File: config.mk
export PLATFORM = sky130hd
export DESIGN_NAME = uart_tx_drain
export DESIGN_NICKNAME = d
export VERILOG_FILES = /design/src/rtl/uart_tx_drain.sv
export SDC_FILE = /design/constraint.sdc
export NUM_CORES = 1
export LEC_CHECK = 0
export ABC_AREA = 1
export CAP_MARGIN = 20
export CORE_MARGIN = 2
export CORE_UTILIZATION = 48
export CTS_CLUSTER_SIZE = 20
export DETAILED_ROUTE_END_ITERATION = 8
export MAX_ROUTING_LAYER = met4
export PLACE_DENSITY = 0.74
export SYNTH_ARGS = -nofsm -noshare
export SYNTH_HDL_FRONTEND = slang
export SYNTH_SLANG_ARGS = --single-unit
export TNS_END_PERCENT = 30
File: constraint.sdc
create_clock -name clk -period 1.3 [get_ports clk]
set_input_delay 0.13 -clock clk [delete_from_list [all_inputs] [get_ports clk]]
set_output_delay 0.13 -clock clk [all_outputs]
set_load 0.01 [all_outputs]
File: src/rtl/uart_tx_drain.sv
// uart_tx_drain: UART transmitter that drains a first-word-fall-through TX FIFO, one word per frame.
// Optional even-parity bit between data and stop, enabled by defining UART_TX_PARITY_EN.
// Ports: clk, reset (synchronous, active-high); s_tick 16x-baud pulse; empty/r_data FIFO head;
//   rd one-clk pop strobe; tx registered serial line (idle high); tx_busy frame in progress;
//   tx_done_tick one-clk pulse on the last tick of the stop period.
module uart_tx_drain #(
  parameter int DBIT = 8,
  parameter int SB_TICK = 16
) (
  input  logic            clk,
  input  logic            reset,
  input  logic            s_tick,
  input  logic            empty,
  input  logic [DBIT-1:0] r_data,
  output logic            rd,
  output logic            tx,
  output logic            tx_busy,
  output logic            tx_done_tick
);
  typedef enum logic [2:0] {IDLE, START, DATA, PARITY, STOP} state_t;
  state_t state, state_n;
  logic [4:0] t, t_n;
  logic [3:0] n, n_n;
  logic [DBIT-1:0] b, b_n;
  logic tx_n;
`ifdef UART_TX_PARITY_EN
  logic par;
  always_ff @(posedge clk)
    par <= reset ? 1'b0 : rd ? ^r_data : par;
`endif
  always_comb begin
    state_n = state;
    t_n = t;
    n_n = n;
    b_n = b;
    rd = 1'b0;
    tx_done_tick = 1'b0;
    case (state)
      IDLE:
        if (!empty && !reset) begin
          rd = 1'b1;
          b_n = r_data;
          t_n = '0;
          state_n = START;
        end
      START:
        if (s_tick) begin
          if (t == 5'd15) begin
            t_n = '0;
            n_n = '0;
            state_n = DATA;
          end else t_n = t + 5'd1;
        end
      DATA:
        if (s_tick) begin
          if (t == 5'd15) begin
            t_n = '0;
            b_n = b >> 1;
            if (n == 4'(DBIT - 1))
`ifdef UART_TX_PARITY_EN
              state_n = PARITY;
`else
              state_n = STOP;
`endif
            else n_n = n + 4'd1;
          end else t_n = t + 5'd1;
        end
`ifdef UART_TX_PARITY_EN
      PARITY:
        if (s_tick) begin
          if (t == 5'd15) begin
            t_n = '0;
            state_n = STOP;
          end else t_n = t + 5'd1;
        end
`endif
      STOP:
        if (s_tick) begin
          if (t == 5'(SB_TICK - 1)) begin
            tx_done_tick = 1'b1;
            t_n = '0;
            state_n = IDLE;
          end else t_n = t + 5'd1;
        end
      default: state_n = IDLE;
    endcase
    // tx is registered from the next state so the line changes together with the state
    tx_n = state_n == START ? 1'b0 : state_n == DATA ? b_n[0] : 1'b1;
`ifdef UART_TX_PARITY_EN
    if (state_n == PARITY) tx_n = par;
`endif
  end
  always_ff @(posedge clk) begin
    if (reset) begin
      state <= IDLE;
      t <= '0;
      n <= '0;
      b <= '0;
      tx <= 1'b1;
    end else begin
      state <= state_n;
      t <= t_n;
      n <= n_n;
      b <= b_n;
      tx <= tx_n;
    end
  end
  assign tx_busy = state != IDLE;
endmodule

==> results.md <==
- The analysis attributes to cell leakage a power of 0.794 nW.
- The post-detailed-route via-to-cell ratio is 5.22.
- The required arrival time at the worst endpoint is 1.17 ns.
- The tree is rooted in a sky130_fd_sc_hd__clkbuf_4.
- The initial antenna violation count is 0.
- The internal power consumption is 0.921 mW.
- The total overflow left after global routing is 0.
- The critical path ends at tx_done_tick.
- The critical path goes through ha_4 -> nand2_4 -> nor2_4 -> nand3_2 -> nor2_1 -> buf_2.
- The net count of the finished layout is 240.
- The capturing point of the worst reg2reg path is b[5]$_SDFFE_PP0P_.
- The worst path arrival time is 1.33 ns.
- The worst setup path is launched from a register.
- In the post-synthesis netlist, the cell with the most instances is sky130_fd_sc_hd__nand2_1.
- After synthesis, the mean cell area works out to 6.97 um2.
- The number of warning messages in the yosys log is 0.
- The critical path depth is 6.
- During placement, the flow inserted port buffers numbering 15.
- The synthesized net count is 188.
- The maximum buffer depth of the clock tree is 2.
- The total clock buffers created by CTS is 3.
- The highest net fanout along the worst path is 2.
- Detailed placement finished with a half-perimeter wire length of 2390 um.
- In this run the power density over the cells is 738 nW/um2.
- The vertical extent of the die is 54.3 um.
- The placer's final routability congestion estimate is 0.889.
- The number of hold-slack violations in the final timing report is 0.
- Across the run, the number of max-cap violations was 0.
- The number of antenna diodes in the final layout is 0.
- The number of buffers and inverters on the critical path is 1.
- Entering global routing, the biggest net connects 18 pins.
- TritonCTS built the clock tree.
- The synthesized netlist cell count is 174.
- The share of synthesized area in the top cell type comes to 0.347.
- The share of the yosys chip area belonging to registers is 0.347.
- The part of the power in combinational logic is 0.214.
- The count of endpoints failing setup in the final report is 19.
- For this configuration, the core starts out at a cell density of 0.498.
- The count of routing violations after the opening detailed-route iteration is 27.
- The slowest cell on the critical path is sky130_fd_sc_hd__dfxtp_2.
- In the detailed route, the total length drawn on met2 is 1820 um.
- The post-cts hold buffer count is 0.
- The post-place setup slack is -0.297 ns.
- The routed wirelength normalized by instance count is 13.5 um.
- For this block, the routed nets add up to 3430 um of wire.
- In the synthesized netlist the async set-or-reset flop fraction comes to 0.
- The largest delay contributor family on the critical path is flip-flops.
- The final critical path time including I/O delays and setup is 1.46 ns.
- The total negative slack for setup checks is -1.51 ns.
- The via count of the first global-routing pass came to 1273.
- The clock latency on the worst-skew pair is 0.32 ns.
- The type of the tightest min-delay check is in2reg.
- The area of the die is 2940 um2.
- The number of vias after detailed routing is 1330.
- The H-tree depth is 1.
- The total global-route track usage is 0.258.
- The fraction of power spent switching nets is 0.301.
- Compared with the post-synthesis result, the final layout area differs by 47.2%.
- The clock arrives with 0.00471 ns of skew.
- The flow ran to the end, but the final reports show violations.
- Clock-pin slew was measured on the worst setup and hold paths at 0.14 ns.
- Counting tap cells, the placed design contains a total of 246 instances.
- The post-detailed-route count of antenna-violating nets is 0.
- The checks that failed: setup timing.
- The clock share of power is 0.264.
- After synthesis the netlist holds a flip-flop and latch count of 21.
- Derived from the worst setup path, the maximum achievable clock frequency is 683 MHz.
- At the pin with the least slew margin, the transition time is 0.205 ns.
- The routed length on met3 is 108 um.
- The met1 layer wirelength in the final routing is 1420 um.
- The first global-routing pass estimated 5400 um of wire.
- The most critical setup path has its startpoint at t[1]$_SDFFE_PP0P_.
- The number of enable-type register cells in the synthesized netlist is 0.
- The highest metal layer with signal wires is met4.
- The number of cells on the worst reg-to-reg path is 8.
- The setup slack of the most critical reg-to-reg path is -0.12 ns.
- The critical path is of the reg2out type.
- Setup repair after global routing could not meet its margin everywhere.
- Sorting the synthesized cells by area gives the leading types as sky130_fd_sc_hd__dfxtp_1 35%, sky130_fd_sc_hd__nand2_1 14%, sky130_fd_sc_hd__nand3_1 7.0%.
- STA classifies the critical path endpoint as an output pin.
- After synthesis, the most frequently instantiated cells are 44 x sky130_fd_sc_hd__nand2_1, 21 x sky130_fd_sc_hd__dfxtp_1, 20 x sky130_fd_sc_hd__nor2_1.
- The clock net in this run drives a total of 21 sinks.
- The peak supply drop is 635 uV.
- For this run, design rule violations remaining after detail routing come to 0.
- During I/O placement, the number of pins put on the boundary was 16.
- The number of placement rows is 18.
- For this run, the detailed router's first-pass iteration total came to 4.
- The layout cell share with drive strength beyond 1 is 0.373.
- The origin of the critical flop-to-flop path is t[1]$_SDFFE_PP0P_.
- The number of pins exceeding their max-slew limit in the final report is 0.
- Once routing completed, OpenROAD measured the worst setup slack at -0.164 ns.
- The region available for standard cell placement spans 2430 um2.
- The post-route non-filler standard cell count is 255.
- Counting distinct cell types in the post-synthesis netlist gives 25.
- The utilization of the core after routing is 0.734.
- The prevailing post-synth register cell is sky130_fd_sc_hd__dfxtp_1.
- The horizontal extent of the die is 54.3 um.
- Of all cell types, the one taking the most synthesized area is sky130_fd_sc_hd__dfxtp_1.
- On the worst path, the slowest cell contributes a delay of 0.37 ns.
- The final critical-path share of the clock period is 1.13.
- The sequential power share is 0.522.
- Headroom to the max-slew limit came out at 0.863.
- Summing every instance area after synthesis gives 1210 um2.
- The switching power total is 0.396 mW.
- Power comes to 1.32 mW.
layout make-up:
type / instances / area [um2]
clock inverters: 1 / 5.00
fillers: 193 / 648
flip-flops and latches: 21 / 429
clock buffers: 3 / 22.5
multi-input cells: 130 / 801
inverters: 21 / 81.3
well taps: 30 / 37.5
repair buffers: 49 / 408
sequential cells by signal (all words and copies together) (netlist names):
register	count
b	8
n	4
state	3
t	5
tx	1
worst min path at each step:
| stage | slack [ns] | cells past startpoint | to | startpoint |
|---|---|---|---|---|
| after floorplan | 0.28 | 2 | b[7]$_SDFFE_PP0P_ | r_data[7] |
| after global placement | 0.45 | 2 | b[7]$_SDFFE_PP0P_ | b[7]$_SDFFE_PP0P_ |
| after detailed placement | 0.46 | 2 | b[2]$_SDFFE_PP0P_ | b[2]$_SDFFE_PP0P_ |
| after CTS | 0.37 | 3 | b[7]$_SDFFE_PP0P_ | r_data[7] |
| after global routing | 0.39 | 3 | b[7]$_SDFFE_PP0P_ | r_data[7] |
| final | 0.36 | 3 | b[7]$_SDFFE_PP0P_ | r_data[7] |
placed cells by master, fill, tap and decap left out, drive strengths merged:
| cell | instances |
|---|---|
| xnor2 | 1 |
| buf | 36 |
| nand3b | 1 |
| clkdlybuf4s50 | 11 |
| dlymetal6s2s | 1 |
| dfxtp | 21 |
| clkbuf | 4 |
| a21oi | 15 |
| a21boi | 6 |
| inv | 21 |
| nand2 | 48 |
| o21ai | 1 |
| nor2 | 27 |
| o22ai | 1 |
| nand4 | 6 |
| nand3 | 22 |
| clkinv | 1 |
| ha | 2 |
power groups by stage:
stage | clock network [mW] | registers (mW) | logic (mW)
floorplan | 0 | 0.704 | 0.132
global route | 0.366 | 0.691 | 0.308
finish | 0.348 | 0.688 | 0.281
detailed placement | 0 | 0.702 | 0.257
global placement | 0 | 0.700 | 0.247
CTS | 0.334 | 0.688 | 0.270
kinds of logic after synthesis:
family	synth area share
compound gates	0.121
xor+xnor	0.00723
fa+ha+maj	0.0206
buf+inv	0.0743
flops	0.347
simple gates	0.430
timing repair:
item,CTS,global route
pin swaps,7,11
buffers inserted,2,3
gates resized for setup,26,19
cloned,0,0
setup endpoints to repair,24,25
endpoints found under the hold margin,0,0
worst register-to-register path, cell delays in order (launching register included):
cell and delay [ns]:
sky130_fd_sc_hd__dfxtp_2 0.37, sky130_fd_sc_hd__ha_4 0.15, sky130_fd_sc_hd__nand2_4 0.06, sky130_fd_sc_hd__nor2_4 0.11
sky130_fd_sc_hd__nand3_2 0.10, sky130_fd_sc_hd__buf_6 0.15, sky130_fd_sc_hd__nor2_4 0.17, sky130_fd_sc_hd__a21boi_1 0.09
sky130_fd_sc_hd__a21oi_1 0.16
per-layer routing:
layer | GRT usage | vias up
li1 | - | 667
met1 | 0.309 | 614
met2 | 0.422 | 37
met3 | 0.0383 | 12
met4 | 0.125 | 0
met5 | - | -
stage by stage:
step                hold WS (ns)  instance area [um2]
finish                     0.355                 1780
global route               0.385                 1780
CTS                        0.369                 1710
detailed placement         0.460                 1630
global placement           0.448                 1630
floorplan                  0.278                 1230
Note: power is estimated with default switching activity, not from simulation.
